### src/rtl/imem_loader_if.sv
// Byte-stream input and instruction-memory write port of the boot loader.
// Handshake: a byte moves on a clock edge where in_valid && in_ready are both high.
// in_ready depends only on loader state, never on in_valid.
interface imem_loader_if #(
  parameter int ADDR_W = 6,
  parameter int WORD_W = 32
);
  logic              in_valid;
  logic [7:0]        in_data;
  logic              in_ready;
  logic              wr_en;
  logic [ADDR_W-1:0] wr_addr;
  logic [WORD_W-1:0] wr_data;

  modport master (
    output in_valid, in_data,
    input  in_ready, wr_en, wr_addr, wr_data
  );

  modport slave (
    input  in_valid, in_data,
    output in_ready, wr_en, wr_addr, wr_data
  );
endinterface

### src/rtl/imem_loader.sv
// Packs a little-endian byte stream into 32-bit words and writes a full
// instruction image, holding the core in reset until the last word is committed.
module imem_loader #(
  parameter int ADDR_W = 6,
  parameter int WORD_W = 32
) (
  input  logic       clk,
  input  logic       rst,
  input  logic       start,
  output logic       busy,
  output logic       done,
  output logic       cpu_rst,
  output logic [1:0] state_dbg,
  imem_loader_if.slave bus
);

  typedef enum logic [1:0] {
    S_IDLE = 2'd0,
    S_LOAD = 2'd1,
    S_DONE = 2'd2
  } state_e;

  state_e            state_q;
  logic [1:0]        byte_idx_q;
  logic [ADDR_W-1:0] addr_q;
  logic [23:0]       asm_q;
  logic              wr_en_q;
  logic [ADDR_W-1:0] wr_addr_q;
  logic [WORD_W-1:0] wr_data_q;
  logic              cpu_rst_q;

  logic              accept;
  logic              last_word;
  logic [ADDR_W-1:0] addr_d;

  assign accept    = (state_q == S_LOAD) && bus.in_valid;
  assign last_word = (addr_q == {ADDR_W{1'b1}});
  assign addr_d    = addr_q + ADDR_W'(1);

  always_ff @(posedge clk) begin
    if (rst) begin
      state_q    <= S_IDLE;
      byte_idx_q <= 2'd0;
      addr_q     <= '0;
      asm_q      <= '0;
      wr_en_q    <= 1'b0;
      wr_addr_q  <= '0;
      wr_data_q  <= '0;
      cpu_rst_q  <= 1'b1;
    end else begin
      wr_en_q   <= 1'b0;
      // Core leaves reset only on the cycle after DONE is first visible.
      cpu_rst_q <= !((state_q == S_DONE) && !start);
      case (state_q)
        S_IDLE, S_DONE: begin
          if (start) begin
            state_q    <= S_LOAD;
            byte_idx_q <= 2'd0;
            addr_q     <= '0;
          end
        end
        S_LOAD: begin
          if (accept) begin
            case (byte_idx_q)
              2'd0: asm_q[7:0]   <= bus.in_data;
              2'd1: asm_q[15:8]  <= bus.in_data;
              2'd2: asm_q[23:16] <= bus.in_data;
              default: begin
                wr_en_q   <= 1'b1;
                wr_addr_q <= addr_q;
                wr_data_q <= {bus.in_data, asm_q};
                addr_q    <= addr_d;
                if (last_word) state_q <= S_DONE;
              end
            endcase
            byte_idx_q <= byte_idx_q + 2'd1;
          end
        end
        default: state_q <= S_IDLE;
      endcase
    end
  end

  assign bus.in_ready = (state_q == S_LOAD);
  assign bus.wr_en    = wr_en_q;
  assign bus.wr_addr  = wr_addr_q;
  assign bus.wr_data  = wr_data_q;
  assign busy         = (state_q == S_LOAD);
  assign done         = (state_q == S_DONE);
  assign cpu_rst      = cpu_rst_q;
  assign state_dbg    = state_q;

endmodule

### src/flat_wrapper.sv
// flat-port wrapper written by rule: the top's interface ports become plain ports
module imem_loader_flat 
#(
  parameter int ADDR_W = 6,
  parameter int WORD_W = 32
)
  (clk, rst, start, busy, done, cpu_rst, state_dbg, bus_in_valid, bus_in_data, bus_in_ready, bus_wr_en, bus_wr_addr, bus_wr_data);
  imem_loader_if #(.ADDR_W(ADDR_W), .WORD_W(WORD_W)) bus_i ();
  input  logic clk;
  input  logic rst;
  input  logic start;
  output logic busy;
  output logic done;
  output logic cpu_rst;
  output logic [1:0] state_dbg;
  input wire logic [$bits(bus_i.in_valid)-1:0] bus_in_valid;
  input wire logic [$bits(bus_i.in_data)-1:0] bus_in_data;
  output wire logic [$bits(bus_i.in_ready)-1:0] bus_in_ready;
  output wire logic [$bits(bus_i.wr_en)-1:0] bus_wr_en;
  output wire logic [$bits(bus_i.wr_addr)-1:0] bus_wr_addr;
  output wire logic [$bits(bus_i.wr_data)-1:0] bus_wr_data;
  assign bus_i.in_valid = bus_in_valid;
  assign bus_i.in_data = bus_in_data;
  assign bus_in_ready = bus_i.in_ready;
  assign bus_wr_en = bus_i.wr_en;
  assign bus_wr_addr = bus_i.wr_addr;
  assign bus_wr_data = bus_i.wr_data;
  imem_loader #(.ADDR_W(ADDR_W), .WORD_W(WORD_W)) u_core (.clk(clk), .rst(rst), .start(start), .busy(busy), .done(done), .cpu_rst(cpu_rst), .state_dbg(state_dbg), .bus(bus_i));
endmodule
### config.mk
export PLATFORM = sky130hd
export DESIGN_NAME = imem_loader_flat
export DESIGN_NICKNAME = d
export VERILOG_FILES = /design/src/rtl/imem_loader_if.sv /design/src/rtl/imem_loader.sv /design/src/flat_wrapper.sv
export SDC_FILE = /design/constraint.sdc
export NUM_CORES = 1
export LEC_CHECK = 0
export CAP_MARGIN = 40
export CORE_MARGIN = 3
export CORE_UTILIZATION = 45
export DETAILED_ROUTE_END_ITERATION = 8
export GPL_TIMING_DRIVEN = 0
export PLACE_DENSITY = 0.72
export SLEW_MARGIN = 20
export SYNTH_ARGS = -nofsm -noshare
export SYNTH_HDL_FRONTEND = slang
export SYNTH_SLANG_ARGS = --single-unit
### constraint.sdc
create_clock -name clk -period 3.34 [get_ports clk]
set_input_delay 0.835 -clock clk [delete_from_list [all_inputs] [get_ports clk]]
set_output_delay 0.835 -clock clk [all_outputs]
set_load 0.005 [all_outputs]
; After elaboration in Yosys (flattened, before gate mapping)
; Index checks and enable logic that the tools add are counted.
[totals]
word_cells = 54
output_inout_bits = 45
in_bits = 12
register_bits = 74
[op_classes]
add_sub_neg = 2
mux = 13
bitwise_logic = 3
n_reduce_logical = 17
eq_ne = 9
[ops]
columns = op, n
row1 = two-way mux 6 bit, 3
row2 = AND reduction 3 bit, 5
row3 = two-way mux 2 bit, 6
row4 = one-hot mux 6 bit (2 select lines), 1
row5 = one-hot mux 2 bit (2 select lines), 2
row6 = AND reduction 4 bit, 2
row7 = "adder 6 x 1 -> 6 bit, second input constant", 1
row8 = "equality test 6 bit, second input constant", 1
row9 = OR reduction 3 bit, 2
row10 = "equality test 2 x 1 -> 1 bit, second input constant", 2
row11 = "equality test 2 bit, second input constant", 2
row12 = logical NOT 2 bit, 2
row13 = "inequality test 2 x 1 -> 1 bit, second input constant", 2
row14 = "inequality test 2 bit, second input constant", 2
row15 = inverter 1 bit, 3
row16 = "adder 2 x 1 -> 2 bit, second input constant", 1
row17 = logical AND 1 bit, 2
row18 = logical NOT 1 bit, 2
row19 = nonzero test 2 bit, 1
row20 = OR reduction 2 bit, 1
row21 = two-way mux 1 bit, 1

; Logic depth before layout (Yosys ltp)
; Gate-level depths: netlist of the first run.
[depth]
depth_word = 5
ltp_mapped = 7
mapped_depth_nobuf = 5

; Worst setup path before layout of the first run
; Ideal clock, no wire load.
[synth_timing]
kind = in2reg
from = input port rst
to = register u_core.asm_q[21]
setup_slack_ps = 1634
stages = 4
t_arrival_ps = 1573
setup_ps = 132
n_path_buf = 3
required_time_ps = 3208
path_cell_list = buf_2 > clkbuf_1 > clkbuf_1 > a21oi_1
[synth_lines]
columns = item, line_no
row1 = "start, declared", flat_wrapper.sv:10  ; input logic rst;
row2 = "end signal, assigned", imem_loader.sv:67  ; 2'd2: asm_q[23:16] <= bus.in_data;
row3 = "end, declared", imem_loader.sv:26  ; logic [23:0] asm_q;
; No word-level cell between the ends.

; Final worst setup path of the first run
[layout_timing]
from = register u_core.state_q[0], in the netlist u_core.state_dbg[0]
to = output port busy
[layout_via]
elab_chain_cells = 1
[layout_rtl]
columns = item, line_no
row1 = "start, declared", imem_loader.sv:23  ; state_e state_q;
row2 = "start signal, assigned", imem_loader.sv:42  ; state_q <= S_IDLE;
row3 = "start signal, assigned", imem_loader.sv:57  ; state_q <= S_LOAD;
row4 = "start signal, assigned", imem_loader.sv:73  ; if (last_word) state_q <= S_DONE;
row5 = equality test 2 x 1 -> 1 bit, imem_loader.sv:88  ; assign busy = (state_q == S_LOAD);
row6 = "end, declared", flat_wrapper.sv:12  ; output logic busy;
; Every way passes these cells.

==> results of run 1 <==
[per-layer routing]
metal  wire length [um]  part of all wire, %
met1               2973                   46
met2               3045                   47
met3                409                  6.3
met4                 97                  1.5
met5                  0                    0
[through the flow]
| stage | total power [mW] | hold WS, ns | area, um2 | worst slack [ns] |
|---|---|---|---|---|
| after global routing | 1.910 | 0.4697 | 3661 | 0.7164 |
| after CTS | 1.865 | 0.4526 | 3661 | 0.8049 |
| final | 1.852 | 0.4522 | 3661 | 0.8336 |
| after floorplan | 0.9528 | 0.4321 | 2766 | 1.634 |
| after detailed placement | 0.9913 | 0.4437 | 3407 | 0.9262 |
| after global placement | 0.9904 | 0.4410 | 3407 | 0.9648 |
[cell type report]
class	count	area share, %
inverter	2	0.2051
sequential	74	40.46
clock buffer	9	3.383
multi-input combinational	244	31.65
buffer	23	3.247
tap	72	2.461
timing repair buffer	55	15.04
clock inverter	6	3.554
[state kept, by name, summed over array words and instances (netlist names)]
name                count
u_core.addr_q           6
u_core.byte_idx_q       2
u_core.state_dbg        2
u_core.asm_q           24
u_core.bus.wr_addr      6
u_core.bus.wr_en        1
u_core.cpu_rst          1
u_core.bus.wr_data     32
[power groups by stage]
| stage | logic (mW) | registers, mW | clock network [mW] |
|---|---|---|---|
| 2_1_floorplan | 0.0411 | 0.912 | 0 |
| 3_3_place_gp | 0.0783 | 0.912 | 0 |
| 3_5_place_dp | 0.0789 | 0.912 | 0 |
| 4_1_cts | 0.0796 | 0.892 | 0.893 |
| 5_1_grt | 0.0867 | 0.892 | 0.931 |
| 6_report | 0.0791 | 0.892 | 0.881 |
[logic make-up (layout without fill, tap and decap cells)]
family / count (synthesis) / count (layout)
simple gates: 159 / 159
fa+ha+maj: 5 / 5
xor+xnor: 5 / 5
compound gates: 75 / 75
flops: 74 / 74
buf+inv: 25 / 95
[path summary, 6_finish.rpt]
path,start,endpoint,depth (start not counted)
worst max-delay path,u_core.state_dbg[0]$_SDFFE_PP0P_,busy,4
worst min-delay path,u_core.asm_q[21]$_SDFFE_PP0P_,u_core.bus.wr_data[21]$_SDFFE_PP0P_,2
worst max register to register,u_core.byte_idx_q[0]$_SDFFE_PP0P_,u_core.addr_q[0]$_SDFFE_PP0P_,6
worst min register to register,u_core.asm_q[21]$_SDFFE_PP0P_,u_core.bus.wr_data[21]$_SDFFE_PP0P_,2
[worst reg2reg max path: stages (launching register included)]
cell	delay [ns]
sky130_fd_sc_hd__dfxtp_1	0.33
sky130_fd_sc_hd__ha_1	0.25
sky130_fd_sc_hd__nand4b_1	0.27
sky130_fd_sc_hd__buf_1	0.42
sky130_fd_sc_hd__nor2_1	0.08
sky130_fd_sc_hd__a21oi_1	0.12
sky130_fd_sc_hd__nor2_1	0.05
[placed cells by master (no fill, tap or decap), drive strengths merged, types with 3 or more instances in the layout]
master         synthesis  final
buf                   15     15
nand2b                 3      3
and2                   3      3
clkbuf                 8     17
clkdlybuf4s50          0     55
nor2                  12     12
ha                     5      5
nand2                131    131
dfxtp                 74     74
a21oi                 67     67
o2111ai                3      3
bufinv                 0      4
xor2                   3      3
==> results by stage, run 1 <==
Place:
- The number of cells after detailed placement is 470.
- The final HPWL from detailed placement is 4689 um.
- The global placer's final weighted congestion is 0.8467.
- The number of port buffers is 55.

Finish:
- Cells fill 64.12% of the core in the end.
- The number of standard cells in the final layout excluding fillers is 485.
- Registers take 1481 um2.
- The fill cell total of the finished layout is 508.
- Compared with the post-synthesis result, the final layout area differs by 32.34%.
- The area of the multi-input gates is 1159 um2.
- The net count reported at finish is 426.
- Of the cells placed in the final design, the portion with a size suffix greater than 1 is 7.264%.
- The count of inserted antenna diode cells is 0.

Synthesis:
- Of the synthesized area, sequential elements account for 53.55%.
- The parity-gate share of the synthesized area counting xor and xnor cells is 1.583%.
- The synthesized netlist devotes 14.61% of its cell area to compound gates.
- The top-area cell type share of the netlist area is 53.55%.
- In the post-synthesis netlist, the biggest area contributors are sky130_fd_sc_hd__dfxtp_1 (54%), sky130_fd_sc_hd__nand2_1 (18%), sky130_fd_sc_hd__a21oi_1 (12%).
- The count of unique library cells instantiated by Yosys is 30.
- The top flip-flop cell by instance count after synthesis is sky130_fd_sc_hd__dfxtp_1.
- Counting flops and latches in the post-synthesis netlist gives 74.
- After synthesis, the mean cell area works out to 8.065 um2.
- The adder-cell area share of the yosys netlist is 2.261%.
- Of the post-synthesis cell area, the part taken by muxes is 0%.
- The synthesis warning total is 0.
- Yosys mapped a number of flops with a built-in enable equal to 0.
- The cell type contributing the most total cell area after synthesis is sky130_fd_sc_hd__dfxtp_1.
- The synthesized netlist occupies a cell area of 2766 um2.
- Among all cell types in the netlist, the one instantiated most often is sky130_fd_sc_hd__nand2_1.
- After synthesis, the share of flip-flops with an asynchronous set or reset is 0%.
- Of the total synthesized cell area, the portion taken by AND, OR, NAND and NOR gates is 23.43%.
- The combinational family with the most area after synthesis is simple AND/OR/NAND/NOR gates.
- The post-synth net total is 360.
- The number of instances in the synthesized netlist is 343.
- In the synthesized netlist, the cells that appear most often are sky130_fd_sc_hd__nand2_1 (131), sky130_fd_sc_hd__dfxtp_1 (74), sky130_fd_sc_hd__a21oi_1 (67), sky130_fd_sc_hd__nor2_1 (11).

Routing:
- The number of remaining DRC errors is 0.
- The detailed router finished its first iteration with 151 violations.
- Once detail routing completed, the nets flagged for antenna violations numbered 0.
- For this block, the routed nets add up to 6526 um of wire.
- In the routed layout, each cell is associated on average with a via count of 5.000.
- The wire length per cell is 13.46 um.
- The pre-antenna-repair detailed-routing pass consisted of 4 iterations.
- The vias after detailed routing is 2,425.

Die:
- Once the floorplan was initialized, standard cells occupied 48.45% of the core.
- Measured along the y axis, the die boundary spans 84.41 um.
- The total core area is 5709 um2.
- The number of placed I/O pins is 57.
- The die outline width is 84.41 um.
- The number of placement rows is 27.
- The floorplan step defined a die boundary enclosing 7124 um2.

Clock network:
- The later pin in the worst-skew pair is clocked with a latency of 0.34 ns.
- The quantity of gates resized following cts is 0.
- TritonCTS created 9 clock buffers.
- The maximum clock insertion buffer count is 2.
- After clock tree synthesis, the clock-pin slew on the worst setup and hold paths is 0.08 ns.
- For this design, the sink count on the clock tree is 74.
- The total of hold buffers inserted after clock tree synthesis is 0.
- The number of buffers inserted by post-CTS setup repair is 0.
- In this run the clock root is driven by a sky130_fd_sc_hd__clkbuf_8.
- The CTS tree is yes.
- The CTS H-tree depth is 3.

Timing:
- The slew at the pin closest to its max-slew limit is 0.5492 ns.
- The count of final hold-check violations is 0.
- The clock skew is 0.004866 ns.
- The part of the cycle the worst path needs is 75.04%.
- Setup repair after global routing left no endpoint under its margin.
- The final count of pins violating max slew came to 0.
- The minimum period implied by the final worst setup slack is 2.506 ns.
- The number of failing setup endpoints in the final timing report is 0.
- In this run the tightest slew margin relative to its limit is 63.39%.
- Static timing analysis puts the maximum clock frequency at 0.3990 GHz.
- After routing, the total negative slack on setup checks comes to 0 ns.

GRT:
- The number of global-route vias before repair is 2,345.
- The overall overflow remaining after global route is 0.
- The met2 track utilization from global routing is 30.77%.
- The initial antenna violation count is 0.
- For met3 alone, demand over resource in global routing was 6.183%.
- The global routing stage identified its most utilized layer as met2.
- In the global route stage, met1 resource usage came out at 24.33%.
- The first global-routing pass estimated 10,960 um of wire.
- The largest net degree at the start of global routing is 13.
- Global routing used 19.15% of the available tracks across all layers.

Setup path:
- The endpoint class of the critical path is an output pin.
- The startpoint-to-endpoint class of the critical path is reg2out.
- The maximum fanout along the worst path is 10.
- The worst endpoint data arrival time is 1.67 ns.
- The gate family responsible for the most delay along the worst path is buffers and inverters.
- Among all stages on the critical path, the largest delay is contributed by sky130_fd_sc_hd__clkdlybuf4s50_1.
- The most numerous cell type found on the critical path is sky130_fd_sc_hd__buf_4.
- The worst setup path is launched from a flip-flop.
- The register-to-register setup slack is 1.69 ns.
- The worst path buffer plus inverter count is 3.
- Traced cell by cell, the critical path runs through buf_4 > and2b_1 > buf_4 > clkdlybuf4s50_1.
- The biggest cell delay along the critical path is 0.49 ns.
- At the worst endpoint, the required time is 2.50 ns.

Flow run:
- Max-cap violations in this run came to 0.

Pwr:
- The cell leakage power is 1.256 nW.
- The power dissipated by switching net loads is 0.3666 mW.
- The fraction of power spent switching nets is 19.79%.
- The part of the power in combinational logic is 4.3%.
- The part of the total power dissipated in the clock network is 47.6%.
- Power spread over the standard cell area amounts to 505.9 nW/um2.
- The total internal power is 1.486 mW.
- The register share of total power is 48.2%.
- The worst-case IR drop observed on VDD is 0.3158 mV.

Worst hold path:
- The min-delay analysis places its worst path in the category reg2reg.

Run status:
- The run finished with clean final reports.
(Power assumes the default switching activity.)
==> run 2, diff against run 1 <==
==> constraint.sdc (replaced) <==
create_clock -name clk -period 2.65 [get_ports clk]
set_input_delay 0.6625 -clock clk [delete_from_list [all_inputs] [get_ports clk]]
set_output_delay 0.6625 -clock clk [all_outputs]
set_load 0.005 [all_outputs]
==> results of run 2 <==
Same layout as run 1 (identical final DEF). Status: finished, final reports clean.
Main changes from that run: setup slack after placement 0.9262 ns -> 0.4087 ns; setup slack after layout 0.8336 ns -> 0.3161 ns; register-to-register setup slack 1.69 ns -> 1.00 ns; total power 1.852 mW -> 2.335 mW; worst IR drop on VDD 0.3158 mV -> 0.3980 mV
==> run 3, diff against run 2 <==
--- a/config.mk
+++ b/config.mk
@@ -8,9 +8,11 @@
 export CAP_MARGIN = 40
 export CORE_MARGIN = 3
 export CORE_UTILIZATION = 45
+export CTS_CLUSTER_SIZE = 30
 export DETAILED_ROUTE_END_ITERATION = 8
 export GPL_TIMING_DRIVEN = 0
 export PLACE_DENSITY = 0.72
+export SETUP_SLACK_MARGIN = 0.15
 export SLEW_MARGIN = 20
 export SYNTH_ARGS = -nofsm -noshare
 export SYNTH_HDL_FRONTEND = slang
==> results of run 3 <==
Same layout as run 1 (identical final DEF). Status: finished, final reports clean.
Main changes from that run: setup slack after placement 0.9262 ns -> 0.4087 ns; setup slack after layout 0.8336 ns -> 0.3161 ns; register-to-register setup slack 1.69 ns -> 1.00 ns; total power 1.852 mW -> 2.335 mW; worst IR drop on VDD 0.3158 mV -> 0.3980 mV
